### src/rtl/counter_pkg.sv
// Shared constants and helpers for the programmable counter family.
`default_nettype none

package counter_pkg;

  localparam int CNT_MODE_WRAP = 0;
  localparam int CNT_MODE_SAT  = 1;

  localparam logic CNT_DIR_UP = 1'b1;
  localparam logic CNT_DIR_DN = 1'b0;

  // Bits needed to hold values 0..value-1; returns 0 for value <= 1.
  function automatic int clog2(input int value);
    int r;
    r = 0;
    for (int i = 0; i < 32; i++) begin
      if ((64'd1 << i) < 64'(value)) r = i + 1;
    end
    return r;
  endfunction

endpackage

`default_nettype wire

### src/rtl/counter_prescale.sv
// Enable prescaler: emits a one-cycle tick every PRESCALE enabled cycles.
`default_nettype none

module counter_prescale
  import counter_pkg::*;
#(
  parameter int PRESCALE = 1
) (
  input  logic clock,
  input  logic rst_n,
  input  logic en,
  input  logic sync_clr,
  output logic tick
);

  // At least one bit so PRESCALE=1 degenerates to tick = en.
  localparam int PW = (clog2(PRESCALE) < 1) ? 1 : clog2(PRESCALE);
  localparam logic [PW-1:0] LAST = PW'(PRESCALE - 1);

  logic [PW-1:0] cnt;

  assign tick = en && (cnt == LAST);

  always_ff @(posedge clock or negedge rst_n) begin
    if (!rst_n) begin
      cnt <= '0;
    end else if (sync_clr || tick) begin
      cnt <= '0;
    end else if (en) begin
      cnt <= cnt + 1'b1;
    end
  end

endmodule

`default_nettype wire

### src/rtl/counter_prog.sv
// Programmable up/down counter with modulus, wrap/saturate, load/clear,
// prescaler, terminal-count pulse and compare-match flag.
`default_nettype none

module counter_prog
  import counter_pkg::*;
#(
  parameter int               WIDTH    = 12,
  parameter logic [WIDTH-1:0] MAX_VAL  = {WIDTH{1'b1}},
  parameter logic [WIDTH-1:0] RST_VAL  = '0,
  parameter int               SATURATE = CNT_MODE_WRAP,
  parameter int               PRESCALE = 1
) (
  input  logic             clock,
  input  logic             rst_n,
  input  logic             d_en,
  input  logic             up_dn,
  input  logic             clr,
  input  logic             load,
  input  logic [WIDTH-1:0] load_val,
  input  logic [WIDTH-1:0] cmp_val,
  output logic [WIDTH-1:0] d_out,
  output logic             tc,
  output logic             cmp_match
);

  logic             tick;
  logic [WIDTH-1:0] d_next;
  logic             tc_next;

  // clr and load both discard any partial prescale count.
  counter_prescale #(
    .PRESCALE (PRESCALE)
  ) u_prescale (
    .clock    (clock),
    .rst_n    (rst_n),
    .en       (d_en),
    .sync_clr (clr | load),
    .tick     (tick)
  );

  always_comb begin
    d_next  = d_out;
    tc_next = 1'b0;
    if (clr) begin
      d_next = '0;
    end else if (load) begin
      d_next = (load_val > MAX_VAL) ? MAX_VAL : load_val;
    end else if (tick) begin
      if (up_dn == CNT_DIR_UP) begin
        if (d_out == MAX_VAL) begin
          tc_next = 1'b1;
          d_next  = (SATURATE == CNT_MODE_SAT) ? MAX_VAL : '0;
        end else begin
          d_next = d_out + 1'b1;
        end
      end else begin
        if (d_out == '0) begin
          tc_next = 1'b1;
          d_next  = (SATURATE == CNT_MODE_SAT) ? '0 : MAX_VAL;
        end else begin
          d_next = d_out - 1'b1;
        end
      end
    end
  end

  // d_next never exceeds MAX_VAL, so an out-of-range cmp_val cannot match.
  always_ff @(posedge clock or negedge rst_n) begin
    if (!rst_n) begin
      d_out     <= RST_VAL;
      tc        <= 1'b0;
      cmp_match <= 1'b0;
    end else begin
      d_out     <= d_next;
      tc        <= tc_next;
      cmp_match <= (d_next == cmp_val);
    end
  end

endmodule

`default_nettype wire

### config.mk
export PLATFORM = sky130hd
export DESIGN_NAME = counter_prog
export DESIGN_NICKNAME = d
export VERILOG_FILES = /design/src/rtl/counter_pkg.sv /design/src/rtl/counter_prescale.sv /design/src/rtl/counter_prog.sv
export SDC_FILE = /design/constraint.sdc
export NUM_CORES = 1
export LEC_CHECK = 0
export CELL_PAD_IN_SITES_DETAIL_PLACEMENT = 0
export CELL_PAD_IN_SITES_GLOBAL_PLACEMENT = 2
export CORE_MARGIN = 2
export CORE_UTILIZATION = 32
export CTS_BUF_LIST = sky130_fd_sc_hd__clkbuf_4
export DETAILED_ROUTE_END_ITERATION = 10
export PLACE_DENSITY = 0.95
export SETUP_SLACK_MARGIN = 0.2
export SLEW_MARGIN = 20
export SYNTH_ARGS = -nofsm -noshare
export SYNTH_HDL_FRONTEND = slang
export SYNTH_HIERARCHICAL = 1
export SYNTH_SLANG_ARGS = --single-unit
### constraint.sdc
create_clock -name clock -period 6.6 [get_ports clock]
set_clock_uncertainty 0.05 [all_clocks]
set_input_delay 0.99 -clock clock [delete_from_list [all_inputs] [get_ports clock]]
set_output_delay 0.99 -clock clock [all_outputs]
set_load 0.02 [all_outputs]
==> flow_metrics.env <==
export IMPL_yosys_area_share_xor_xnor=0.0248
export IMPL_power_internal_uw=198
export IMPL_grt_usage=0.217
export IMPL_seqPwrFrac=0.347
export IMPL_cts_sinks=15
export IMPL_drc=0
export IMPL_timing_final_crit_share=0.555
export IMPL_critical_path_buf_inv_count=2
export IMPL_dr_total_vias=2558
export IMPL_critPathMaxStageDelay_ns=0.99
export IMPL_synth_top_flop_cell="dfrtp_1"
export IMPL_dr_pass1_iters=6
export IMPL_core_area_um2=6390
export IMPL_cts_max_path_buffers=2
export IMPL_post_drt_wl_per_cell_um=20.2
export IMPL_yosysWarningCount=6
export IMPL_outcome="finished, final reports clean"
export IMPL_worstPathRequired_ns=6.78
export IMPL_grt_max_degree=28
export IMPL_place_ws_ns=2.70
export IMPL_clkPwrFrac=0.185
export IMPL_p_per_area_nw_per_um2=137
export IMPL_final_hold_violation_count=0
export IMPL_antenna_found_initial=0
export IMPL_grt_pass1_vias=2261
export IMPL_async_flop_share=1.00
export IMPL_ff2ff_setup_slack_ns=3.58
export IMPL_tns_ns=0
export IMPL_die_h_um=85.4
export IMPL_via_per_inst=6.54
export IMPL_max_vdd_ir_drop_mv=0.0553
export IMPL_r2r_end="cmp_match$_DFF_PN0_"
export IMPL_rows=29
export IMPL_hold_buffers=0
export IMPL_clk_latency_ns=0.30
export IMPL_dp_hpwl_um=5660
export IMPL_tightest_slew_ns=0.834
export IMPL_area_delta_synth_final_pct=21.5
export IMPL_ant_nets=0
export IMPL_cts_buffers=3
export IMPL_die_w_um=85.4
export IMPL_fmax_mhz=273
export IMPL_num_io_pins=44
export IMPL_nets=348
export IMPL_cpLargestDelayFamily="buffers and inverters"
export IMPL_diodes=0
export IMPL_hold_end="u_prescale/cnt$_DFFE_PN0P_"
export IMPL_io_buffers=43
export IMPL_drive_above_1_share=0.0605
export IMPL_cp_arrival_ns=3.84
export IMPL_cts_setup_buffers=0
export IMPL_rr_worst_depth=10
export IMPL_period_needed_ns=3.66
export IMPL_netlist_area_um2=2120
export IMPL_synth_fa_ha_area_frac=0.0177
export IMPL_synth_distinct_cells=68
export IMPL_hp_class="reg2reg"
export IMPL_nFillCells=694
export IMPL_yosys_area_share_simple=0.385
export IMPL_critPathSlowestCell="clkdlybuf4s50_1"
export IMPL_rsz0062_at_grt="false"
export IMPL_setup_slack_ns=2.94
export IMPL_synth_compound_area_frac=0.306
export IMPL_total_power_uw=352
export IMPL_cts_tree="done"
export IMPL_switching_power_uw=154
export IMPL_muxShareOfSynthArea=0.00945
export IMPL_path_class="in2reg"
export IMPL_maxCapViolations=0
export IMPL_syn_num_nets=322
export IMPL_ys_seq_area_frac=0.177
export IMPL_die_area_um2=7290
export IMPL_synth_seq_cells=15
export IMPL_drt_iter0_drc=268
export IMPL_crit_chain="clkdlybuf4s50_1, inv_1, or4_1, nand3_1, nor3b_1, a2111oi_0, nand4b_1, nor3_2"
export IMPL_power_share_switching=0.437
export IMPL_start_util=0.332
export IMPL_gp_congestion=0.898
export IMPL_worst_setup_path_end_kind="register"
export IMPL_synth_top_family_by_area="simple AND/OR/NAND/NOR gates"
export IMPL_syn_inst=289
export IMPL_regArea_um2=375
export IMPL_hp_start="u_prescale/cnt$_DFFE_PN0P_"
export IMPL_postCtsResizedCells=0
export IMPL_power_frac_comb=0.468
export IMPL_cp_start_kind="primary input"
export IMPL_cts_max_level=1
export IMPL_max_slew_margin=0.442
export IMPL_grt_overflow=0
export IMPL_critPathMaxFanout=21
export IMPL_syn_avg_cell_area_um2=7.33
export IMPL_leakage_nw=0.915
export IMPL_rr_startpoint="d_out[0]$_DFF_PN0_"
export IMPL_wl_um=7900
export IMPL_hold_depth=1
export IMPL_grt_pass1_wl_um=12500
export IMPL_drv_slew=0
export IMPL_synth_edf_count=0
export IMPL_path_clk_slew_ns=0.10
export IMPL_cts_root_buf="clkbuf_4"
export IMPL_multi_input_area_um2=1570
export IMPL_setup_violations=0
==> cells in the mapped netlist (3+ instances only) <==
| cell type | n | area share |
|---|---|---|
| a2111oi_0 | 3 | 0.012 |
| a211o_1 | 3 | 0.012 |
| a21boi_0 | 3 | 0.011 |
| a21oi_1 | 14 | 0.033 |
| a311oi_1 | 4 | 0.017 |
| a31oi_1 | 3 | 0.0089 |
| and2_1 | 3 | 0.0089 |
| and3_1 | 6 | 0.018 |
| and4_1 | 3 | 0.012 |
| buf_2 | 6 | 0.014 |
| clkbuf_1 | 15 | 0.027 |
| dfrtp_1 | 15 | 0.18 |
| ha_1 | 3 | 0.018 |
| inv_1 | 13 | 0.023 |
| nand2_1 | 21 | 0.037 |
| nand2b_1 | 6 | 0.018 |
| nand3_1 | 14 | 0.033 |
| nand4_1 | 9 | 0.027 |
| nor2_1 | 22 | 0.039 |
| nor2b_1 | 7 | 0.021 |
| nor3_1 | 13 | 0.031 |
| nor3b_1 | 3 | 0.011 |
| nor4_1 | 5 | 0.015 |
| o2111ai_1 | 3 | 0.012 |
| o211a_1 | 3 | 0.014 |
| o211ai_1 | 8 | 0.028 |
| o21ai_0 | 13 | 0.031 |
| o31ai_1 | 5 | 0.018 |
| or3_1 | 6 | 0.018 |
| or4_1 | 4 | 0.014 |
| xnor2_1 | 4 | 0.017 |
==> state kept, by name, indices dropped and copies added, names as in the netlist <==
register,flops
u_prescale/cnt,1
tc,1
d_out,12
cmp_match,1
==> worst register-to-register path, delay by kind of cell, from the launching register on <==
| family | cells | cell delay, ns |
|---|---|---|
| adder cells (fa/ha/maj) | 1 | 0.17 |
| buffers and inverters | 2 | 0.41 |
| AND/OR/NAND/NOR | 5 | 1.39 |
| flip-flops | 1 | 0.57 |
| AO/OA/AOI/OAI | 2 | 0.35 |
==> through the flow <==
| step | area [um2] | std cells | util | hold slack (ns) |
|---|---|---|---|---|
| 6_report | 2570 | 391 | 0.403 | 0.504 |
| 2_1_floorplan | 2120 | 289 | - | 0.433 |
| 5_1_grt | 2570 | 391 | 0.403 | 0.538 |
| 3_3_place_gp | 2540 | 387 | 0.398 | 0.455 |
| 3_5_place_dp | 2540 | 387 | 0.398 | 0.464 |
| 4_1_cts | 2570 | 391 | 0.403 | 0.496 |
==> area by class of cell <==
type,count,share of cell area
clock buffers,4,0.0117
inverters,14,0.0204
multi-input cells,236,0.612
flip-flops and latches,15,0.146
well taps,77,0.0374
repair buffers,45,0.173
==> cells in the final DEF, fill, tap and decap left out, types with 4 or more instances in the layout <==
cell	instances
xnor2_1	4
nand2b_1	6
nor2b_1	7
nor2_1	22
o211ai_1	8
o31ai_1	5
clkdlybuf4s50_1	43
or3_1	6
nand2_1	21
nor3_1	13
dfrtp_1	15
a21oi_1	14
or4_1	4
inv_1	13
nand3_1	14
nor4_1	5
o21ai_0	13
nand4_1	9
clkbuf_4	4
a311oi_1	4
and3_1	6
==> worst max-delay path by stage <==
stage | start | to | slack [ns] | depth (start not counted)
after CTS | up_dn | cmp_match$_DFF_PN0_ | 2.99 | 8
after detailed placement | up_dn | cmp_match$_DFF_PN0_ | 2.70 | 8
after global routing | up_dn | cmp_match$_DFF_PN0_ | 2.67 | 8
after global placement | up_dn | cmp_match$_DFF_PN0_ | 2.76 | 8
final | up_dn | cmp_match$_DFF_PN0_ | 2.94 | 8
after floorplan | d_en | cmp_match$_DFF_PN0_ | 3.83 | 9
==> power by group through the flow <==
| stage | Combinational [mW] | Sequential, mW | Clock [mW] |
|---|---|---|---|
| after global routing | 0.178 | 0.124 | 0.0701 |
| after floorplan | 0.112 | 0.113 | 0 |
| final | 0.165 | 0.122 | 0.0650 |
| after detailed placement | 0.162 | 0.123 | 0 |
| after global placement | 0.163 | 0.123 | 0 |
| after CTS | 0.163 | 0.121 | 0.0688 |
==> cell families after synthesis <==
kind of cell             after synthesis
adder cells (fa/ha/maj)                3
XOR/XNOR                               6
AND/OR/NAND/NOR                      138
AO/OA/AOI/OAI                         87
buffers and inverters                 38
multiplexers                           2
flip-flops                            15
==> layer usage <==
layer | track usage | routed length (um) | share of wire
met1 | 0.312 | 3530 | 0.45
met2 | 0.340 | 3620 | 0.46
met3 | 0.0340 | 591 | 0.075
met4 | 0.0476 | 155 | 0.020
met5 | 0 | 0 | 0
(Power assumes the default switching activity.)
